**config.mk**
```make
export PLATFORM = sky130hd
export DESIGN_NAME = pipeline_trace_gen_flat
export DESIGN_NICKNAME = d
export VERILOG_FILES = /design/src/rtl/pipeline_trace_gen_pkg.sv /design/src/rtl/pipeline_trace_gen_if.sv /design/src/rtl/pipeline_trace_gen_trace_fifo.sv /design/src/rtl/pipeline_trace_gen.sv /design/src/flat_wrapper.sv
export SDC_FILE = /design/constraint.sdc
export NUM_CORES = 1
export LEC_CHECK = 0
export BUFFER_PORTS_ARGS = -buffer_cell sky130_fd_sc_hd__buf_2
export CORE_MARGIN = 2
export CORE_UTILIZATION = 59
export DETAILED_ROUTE_END_ITERATION = 10
export PLACE_DENSITY_LB_ADDON = 0.25
export REMOVE_ABC_BUFFERS = 1
export SLEW_MARGIN = 20
export SYNTH_ARGS = -nofsm -noshare
export SYNTH_HDL_FRONTEND = slang
export SYNTH_SLANG_ARGS = --single-unit
export TNS_END_PERCENT = 50
```
**constraint.sdc**
```tcl
create_clock -name clk -period 3.5 [get_ports clk]
set_clock_uncertainty 0.05 [all_clocks]
set_input_delay 0.525 -clock clk [delete_from_list [all_inputs] [get_ports clk]]
set_output_delay 0.525 -clock clk [all_outputs]
set_load 0.02 [all_outputs]
```
**src/rtl/pipeline_trace_gen_pkg.sv**
```systemverilog
// rtl/pipeline_trace_gen_pkg.sv - shared slot/record types and tag helpers for the trace generator
package pipeline_trace_gen_pkg;
   localparam int TAG_W   = 7;
   localparam int PC_W    = 16;
   localparam int INSTR_W = 16;

   typedef struct packed {
      logic               valid;
      logic [TAG_W-1:0]   tag;
      logic [PC_W-1:0]    pc;
      logic [INSTR_W-1:0] instr;
   } slot_t;

   typedef struct packed {
      logic [TAG_W-1:0]   tag;
      logic [PC_W-1:0]    pc;
      logic [INSTR_W-1:0] instr;
   } retire_rec_t;

   localparam int REC_W = $bits(retire_rec_t);

   function automatic logic [TAG_W-1:0] tag_inc(input logic [TAG_W-1:0] t,
                                                input logic [TAG_W-1:0] tmax);
      return (t == tmax) ? '0 : t + 1'b1;
   endfunction
endpackage

```
**src/rtl/pipeline_trace_gen_if.sv**
```systemverilog
// rtl/pipeline_trace_gen_if.sv - fetch/control inputs and retire stream of the trace generator
interface pipeline_trace_gen_if;
   import pipeline_trace_gen_pkg::*;

   logic               stall;
   logic               flush;
   logic               fetch_valid;
   logic [PC_W-1:0]    fetch_pc;
   logic [INSTR_W-1:0] fetch_instr;
   logic               retire_valid;
   logic               retire_ready;
   logic [TAG_W-1:0]   retire_tag;
   logic [PC_W-1:0]    retire_pc;
   logic [INSTR_W-1:0] retire_instr;

   modport master (
      output stall, flush, fetch_valid, fetch_pc, fetch_instr, retire_ready,
      input  retire_valid, retire_tag, retire_pc, retire_instr
   );

   modport slave (
      input  stall, flush, fetch_valid, fetch_pc, fetch_instr, retire_ready,
      output retire_valid, retire_tag, retire_pc, retire_instr
   );
endinterface

```
**src/rtl/pipeline_trace_gen_trace_fifo.sv**
```systemverilog
// rtl/pipeline_trace_gen_trace_fifo.sv - retire-record FIFO; head read straight from registered storage
module trace_fifo #(
   parameter int WIDTH = 39,
   parameter int DEPTH = 4
) (
   input  logic             clk,
   input  logic             rst,
   input  logic [WIDTH-1:0] in_tdata,
   input  logic             in_tvalid,
   output logic [WIDTH-1:0] out_tdata,
   output logic             out_tvalid,
   input  logic             out_tready,
   output logic             full,
   output logic             empty
);
   localparam int AW = $clog2(DEPTH);

   logic [WIDTH-1:0] mem [DEPTH];
   logic [AW:0]      wptr;
   logic [AW:0]      rptr;
   logic             do_push;
   logic             do_pop;

   // Extra pointer MSB tells full from empty when the index bits match.
   assign empty      = (wptr == rptr);
   assign full       = (wptr[AW] != rptr[AW]) && (wptr[AW-1:0] == rptr[AW-1:0]);
   assign out_tvalid = !empty;
   assign do_pop     = out_tvalid && out_tready;
   assign do_push    = in_tvalid && (!full || do_pop);
   assign out_tdata  = mem[rptr[AW-1:0]];

   always_ff @(posedge clk) begin
      if (do_push) mem[wptr[AW-1:0]] <= in_tdata;
   end

   always_ff @(posedge clk) begin
      if (rst) begin
         wptr <= '0;
         rptr <= '0;
      end else begin
         if (do_push) wptr <= wptr + 1'b1;
         if (do_pop)  rptr <= rptr + 1'b1;
      end
   end
endmodule

```
**src/rtl/pipeline_trace_gen.sv**
```systemverilog
// rtl/pipeline_trace_gen.sv - five-slot pipeline shadow that tags fetches and queues retire records
module pipeline_trace_gen
   import pipeline_trace_gen_pkg::*;
#(
   parameter int TAG_MAX    = 71,
   parameter int FIFO_DEPTH = 4
) (
   input  logic                 clk,
   input  logic                 rst,
   pipeline_trace_gen_if.slave  bus,
   output logic                 overflow,
   output logic [7:0]           drop_cnt
);
   localparam logic [TAG_W-1:0] TAG_LAST = TAG_MAX[TAG_W-1:0];

   slot_t            if_s, id_s, ex_s, mem_s, wb_s;
   logic [TAG_W-1:0] next_tag;
   retire_rec_t      push_rec;
   retire_rec_t      head_rec;
   logic [REC_W-1:0] fifo_data;
   logic             fifo_valid;
   logic             fifo_full;
   logic             fifo_empty;
   logic             drop;

   // MEM and WB always advance; a stall freezes IF/ID and feeds a bubble to EX.
   always_ff @(posedge clk) begin
      if (rst) begin
         if_s     <= '0;
         id_s     <= '0;
         ex_s     <= '0;
         mem_s    <= '0;
         wb_s     <= '0;
         next_tag <= '0;
      end else begin
         mem_s <= ex_s;
         wb_s  <= mem_s;
         if (bus.stall) begin
            ex_s <= '0;
         end else begin
            if_s <= '{valid: bus.fetch_valid, tag: next_tag,
                      pc: bus.fetch_pc, instr: bus.fetch_instr};
            id_s <= bus.flush ? '0 : if_s;
            ex_s <= id_s;
            if (bus.fetch_valid) next_tag <= tag_inc(next_tag, TAG_LAST);
         end
      end
   end

   assign push_rec = '{tag: wb_s.tag, pc: wb_s.pc, instr: wb_s.instr};

   trace_fifo #(
      .WIDTH (REC_W),
      .DEPTH (FIFO_DEPTH)
   ) u_fifo (
      .clk        (clk),
      .rst        (rst),
      .in_tdata   (push_rec),
      .in_tvalid  (wb_s.valid),
      .out_tdata  (fifo_data),
      .out_tvalid (fifo_valid),
      .out_tready (bus.retire_ready),
      .full       (fifo_full),
      .empty      (fifo_empty)
   );

   // Stale storage is never exposed: an empty queue presents an all-zero record.
   assign head_rec         = fifo_empty ? '0 : retire_rec_t'(fifo_data);
   assign bus.retire_valid = fifo_valid;
   assign bus.retire_tag   = head_rec.tag;
   assign bus.retire_pc    = head_rec.pc;
   assign bus.retire_instr = head_rec.instr;

   assign drop = wb_s.valid && fifo_full && !(fifo_valid && bus.retire_ready);

   always_ff @(posedge clk) begin
      if (rst) begin
         overflow <= 1'b0;
         drop_cnt <= '0;
      end else if (drop) begin
         overflow <= 1'b1;
         if (drop_cnt != 8'hFF) drop_cnt <= drop_cnt + 1'b1;
      end
   end
endmodule

```
**src/flat_wrapper.sv**
```systemverilog
// flat-port wrapper written by rule: the top's interface ports become plain ports
module pipeline_trace_gen_flat import pipeline_trace_gen_pkg::*;
#(
   parameter int TAG_MAX    = 71,
   parameter int FIFO_DEPTH = 4
)
  (clk, rst, overflow, drop_cnt, bus_stall, bus_flush, bus_fetch_valid, bus_fetch_pc, bus_fetch_instr, bus_retire_ready, bus_retire_valid, bus_retire_tag, bus_retire_pc, bus_retire_instr);
  pipeline_trace_gen_if bus_i ();
  input  logic clk;
  input  logic rst;
  output logic overflow;
  output logic [7:0] drop_cnt;
  input wire logic [$bits(bus_i.stall)-1:0] bus_stall;
  input wire logic [$bits(bus_i.flush)-1:0] bus_flush;
  input wire logic [$bits(bus_i.fetch_valid)-1:0] bus_fetch_valid;
  input wire logic [$bits(bus_i.fetch_pc)-1:0] bus_fetch_pc;
  input wire logic [$bits(bus_i.fetch_instr)-1:0] bus_fetch_instr;
  input wire logic [$bits(bus_i.retire_ready)-1:0] bus_retire_ready;
  output wire logic [$bits(bus_i.retire_valid)-1:0] bus_retire_valid;
  output wire logic [$bits(bus_i.retire_tag)-1:0] bus_retire_tag;
  output wire logic [$bits(bus_i.retire_pc)-1:0] bus_retire_pc;
  output wire logic [$bits(bus_i.retire_instr)-1:0] bus_retire_instr;
  assign bus_i.stall = bus_stall;
  assign bus_i.flush = bus_flush;
  assign bus_i.fetch_valid = bus_fetch_valid;
  assign bus_i.fetch_pc = bus_fetch_pc;
  assign bus_i.fetch_instr = bus_fetch_instr;
  assign bus_i.retire_ready = bus_retire_ready;
  assign bus_retire_valid = bus_i.retire_valid;
  assign bus_retire_tag = bus_i.retire_tag;
  assign bus_retire_pc = bus_i.retire_pc;
  assign bus_retire_instr = bus_i.retire_instr;
  pipeline_trace_gen #(.TAG_MAX(TAG_MAX), .FIFO_DEPTH(FIFO_DEPTH)) u_core (.clk(clk), .rst(rst), .bus(bus_i), .overflow(overflow), .drop_cnt(drop_cnt));
endmodule
```
==> flow_metrics.tcl <==
set metrics [dict create \
    critPathArrivalTime_ns 2.37 \
    power.density_mw_per_mm2 566 \
    synthFlopType "dfxtp_1" \
    grt_max_degree 75 \
    hold_viol 0 \
    hpwl_um 12300 \
    gp_congestion 0.766 \
    area_delta_synth_final_pct 14.1 \
    fin_cells 1329 \
    syn_area_per_cell_um2 14.0 \
    final_max_slew_viol_count 0 \
    yosysTopAreaCellShare 0.355 \
    slowest_stage "or3_2" \
    cts.clk_slew.worst_paths_ns 0.06 \
    synth_edf_count 156 \
    drive_gt1_frac 0.194 \
    die_y_um 154 \
    dieArea_mm2 0.0236 \
    min_period_ns 2.94 \
    grt_util_all_layers 0.180 \
    netlist_area_mm2 0.0132 \
    vdd_drop_max_mv 0.410 \
    grt_remaining_overflow 0 \
    ys_types 42 \
    port_buffers 86 \
    wl_per_cell_um 15.6 \
    yosysWarnings 0 \
    cts_setup_buffers 0 \
    num_rows 54 \
    setup.worst_path.start_class "register" \
    max_stage_delay_ns 0.82 \
    rsz0062_at_grt "no" \
    pin_count 87 \
    cts_max_level 2 \
    core_mm2 0.0219 \
    worst_pin_slew_ns 0.902 \
    vias 6898 \
    min_path_type "primary input to register" \
    worstPathBufferInverterCount 1 \
    die-width_um 154 \
    layout.nets 1068 \
    cts_buffer_depth 3 \
    placed_cells 1265 \
    drc_errors 0 \
    path_max_fanout 40 \
    synth_cells 943 \
    num-fill-cells 1569 \
    place_ws_ns 0.989 \
    first_pass_iters 4 \
    crit_family "simple AND/OR/NAND/NOR gates" \
    numCtsBuffers 36 \
    finalWirelength_um 20800 \
    max_freq_mhz 340 \
    async_reset_ff_frac 0 \
    synth_top_area_cell "edfxtp_1" \
    status "finished, final reports clean" \
    crit_type "register to primary output" \
    synthTopCellsByArea "edfxtp_1, dfxtp_1, mux4_2" \
    start_util 0.602 \
    vias_per_cell 5.19 \
    grt_first_pass_wirelength_um 34200 \
    max_cap_viol_count 0 \
    synth.yosys.seq_area_share 0.695 \
    layout_setup_ws_ns 0.559 \
    worstPathRequired_ns 2.92 \
    slew-limit-headroom 0.399 \
    drt_iter0_markers 363 \
    worstPathCellList "xor2_1, or3_2, and2_1, buf_2" \
    detail-route-antenna-nets 0 \
    tritoncts "yes" \
    reg2reg_slack_ns 1.05 \
    finalCritPeriodShare 0.840 \
    insertion_delay_ns 0.50 \
    synth.ff_latch_count 380 \
    cp-end-kind "primary output" \
    cts_resized 0 \
    cts_sinks 380 \
    setup_viol 0 \
    cts_root_buf "clkbuf_16" \
    n_antenna_cell 0 \
    grt_pass1_vias 6757 \
    grt_antenna_before_repair 0 \
    leakagePower_uw 0.00561 \
    ctsHoldBuffers 0 \
    fin_tns_setup_ns 0 \
]
## state kept, by name, summed over array words and instances (netlist names), named ones only
signal,cells
u_core.u_fifo.rptr,3
u_core.u_fifo.wptr,3
u_core.mem_s,40
u_core.u_fifo.mem,156
u_core.drop_cnt,8
u_core.push_rec,39
u_core.if_s,40
u_core.overflow,1
u_core.ex_s,40
u_core.next_tag,7
u_core.wb_s,1
u_core.id_s,40
## final timing paths
| check | from | endpoint | depth (start not counted) |
|---|---|---|---|
| worst max register to register | u_core.u_fifo.wptr[0]$_SDFFE_PP0P_ | u_core.u_fifo.mem[3][17]$_DFFE_PP_ | 4 |
| worst max-delay path | u_core.u_fifo.wptr[1]$_SDFFE_PP0P_ | bus_retire_pc[6] | 4 |
| worst min-delay path | bus_fetch_pc[5] | u_core.if_s[21]$_SDFFE_PP0N_ | 3 |
| worst min register to register | u_core.mem_s[2]$_SDFF_PP0_ | u_core.push_rec[2]$_SDFF_PP0_ | 1 |
## routing by layer
layer	GRT usage	vias to the layer above	share of wire
met5	0	-	0
li1	-	3459	-
met4	0.0459	0	0.013
met3	0.0361	26	0.039
met2	0.307	110	0.50
met1	0.240	3303	0.45
## area by class of cell
class / instances / area (um2) / share of cell area
repair buffers: 98 / 567 / 0.0377
well taps: 280 / 350 / 0.0233
flip-flops and latches: 380 / 9170 / 0.610
inverters: 7 / 26.3 / 0.00175
clock inverters: 14 / 120 / 0.00799
multi-input cells: 500 / 3780 / 0.251
clock buffers: 50 / 1030 / 0.0682
## where the power goes
| part | total (uW) | internal (uW) | switching (uW) |
|---|---|---|---|
| Sequential | 4630 | 4610 | 16.8 |
| Combinational | 180 | 68.9 | 111 |
| Clock | 3710 | 2200 | 1510 |
| Total | 8520 | 6880 | 1640 |
## Yosys cell counts (all sizes together) (2+ instances only)
master and n:
nand2 11, o31ai 4, inv 7, nand3 5, xnor2 3, xor2 9
or4 4, dfxtp 224, nor2b 83, mux2i 42, o21ai 3, nor3b 39
mux4 39, nand4 5, o21a 2, a21oi 49, buf 11, edfxtp 156
nor2 95, and2 83, clkbuf 45, or3 4, ha 7
## kinds of logic after synthesis
kind of cell | after synthesis | share of synthesized area
buffers and inverters | 63 | 0.0193
AND/OR/NAND/NOR | 336 | 0.144
flip-flops | 380 | 0.695
AO/OA/AOI/OAI | 64 | 0.0270
multiplexers | 81 | 0.0985
adder cells (fa/ha/maj) | 7 | 0.00664
XOR/XNOR | 12 | 0.00911
## per-stage QoR
stage	power [uW]	hold WS, ns	cell area (um2)	util
final	8520	0.199	15000	0.687
after CTS	8600	0.191	15000	0.687
after floorplan	4790	0.364	13000	-
after global routing	8810	0.194	15000	0.687
after global placement	4900	0.366	13900	0.635
after detailed placement	4910	0.371	13900	0.635
## layout by cell type (no fill, tap or decap), types with 3 or more instances in the layout
master,count
nand4_1,4
and2_2,4
mux2i_1,42
buf_12,3
dfxtp_1,222
nor3b_1,39
o21ai_0,3
nand3_1,5
inv_1,7
buf_2,84
clkbuf_1,9
and2_1,79
or4_1,4
o31ai_1,4
clkinv_1,3
nor2b_1,83
xor2_1,8
mux4_2,39
nand2_1,11
a21oi_1,49
ha_1,7
buf_4,10
clkbuf_16,38
nor2_1,94
clkinv_2,7
clkbuf_8,3
edfxtp_1,156
## worst min-delay path: stages
cell and delay [ns]:
buf_2 0.07, mux2i_1 0.05, nor2_1 0.07
(Power assumes the default switching activity.)
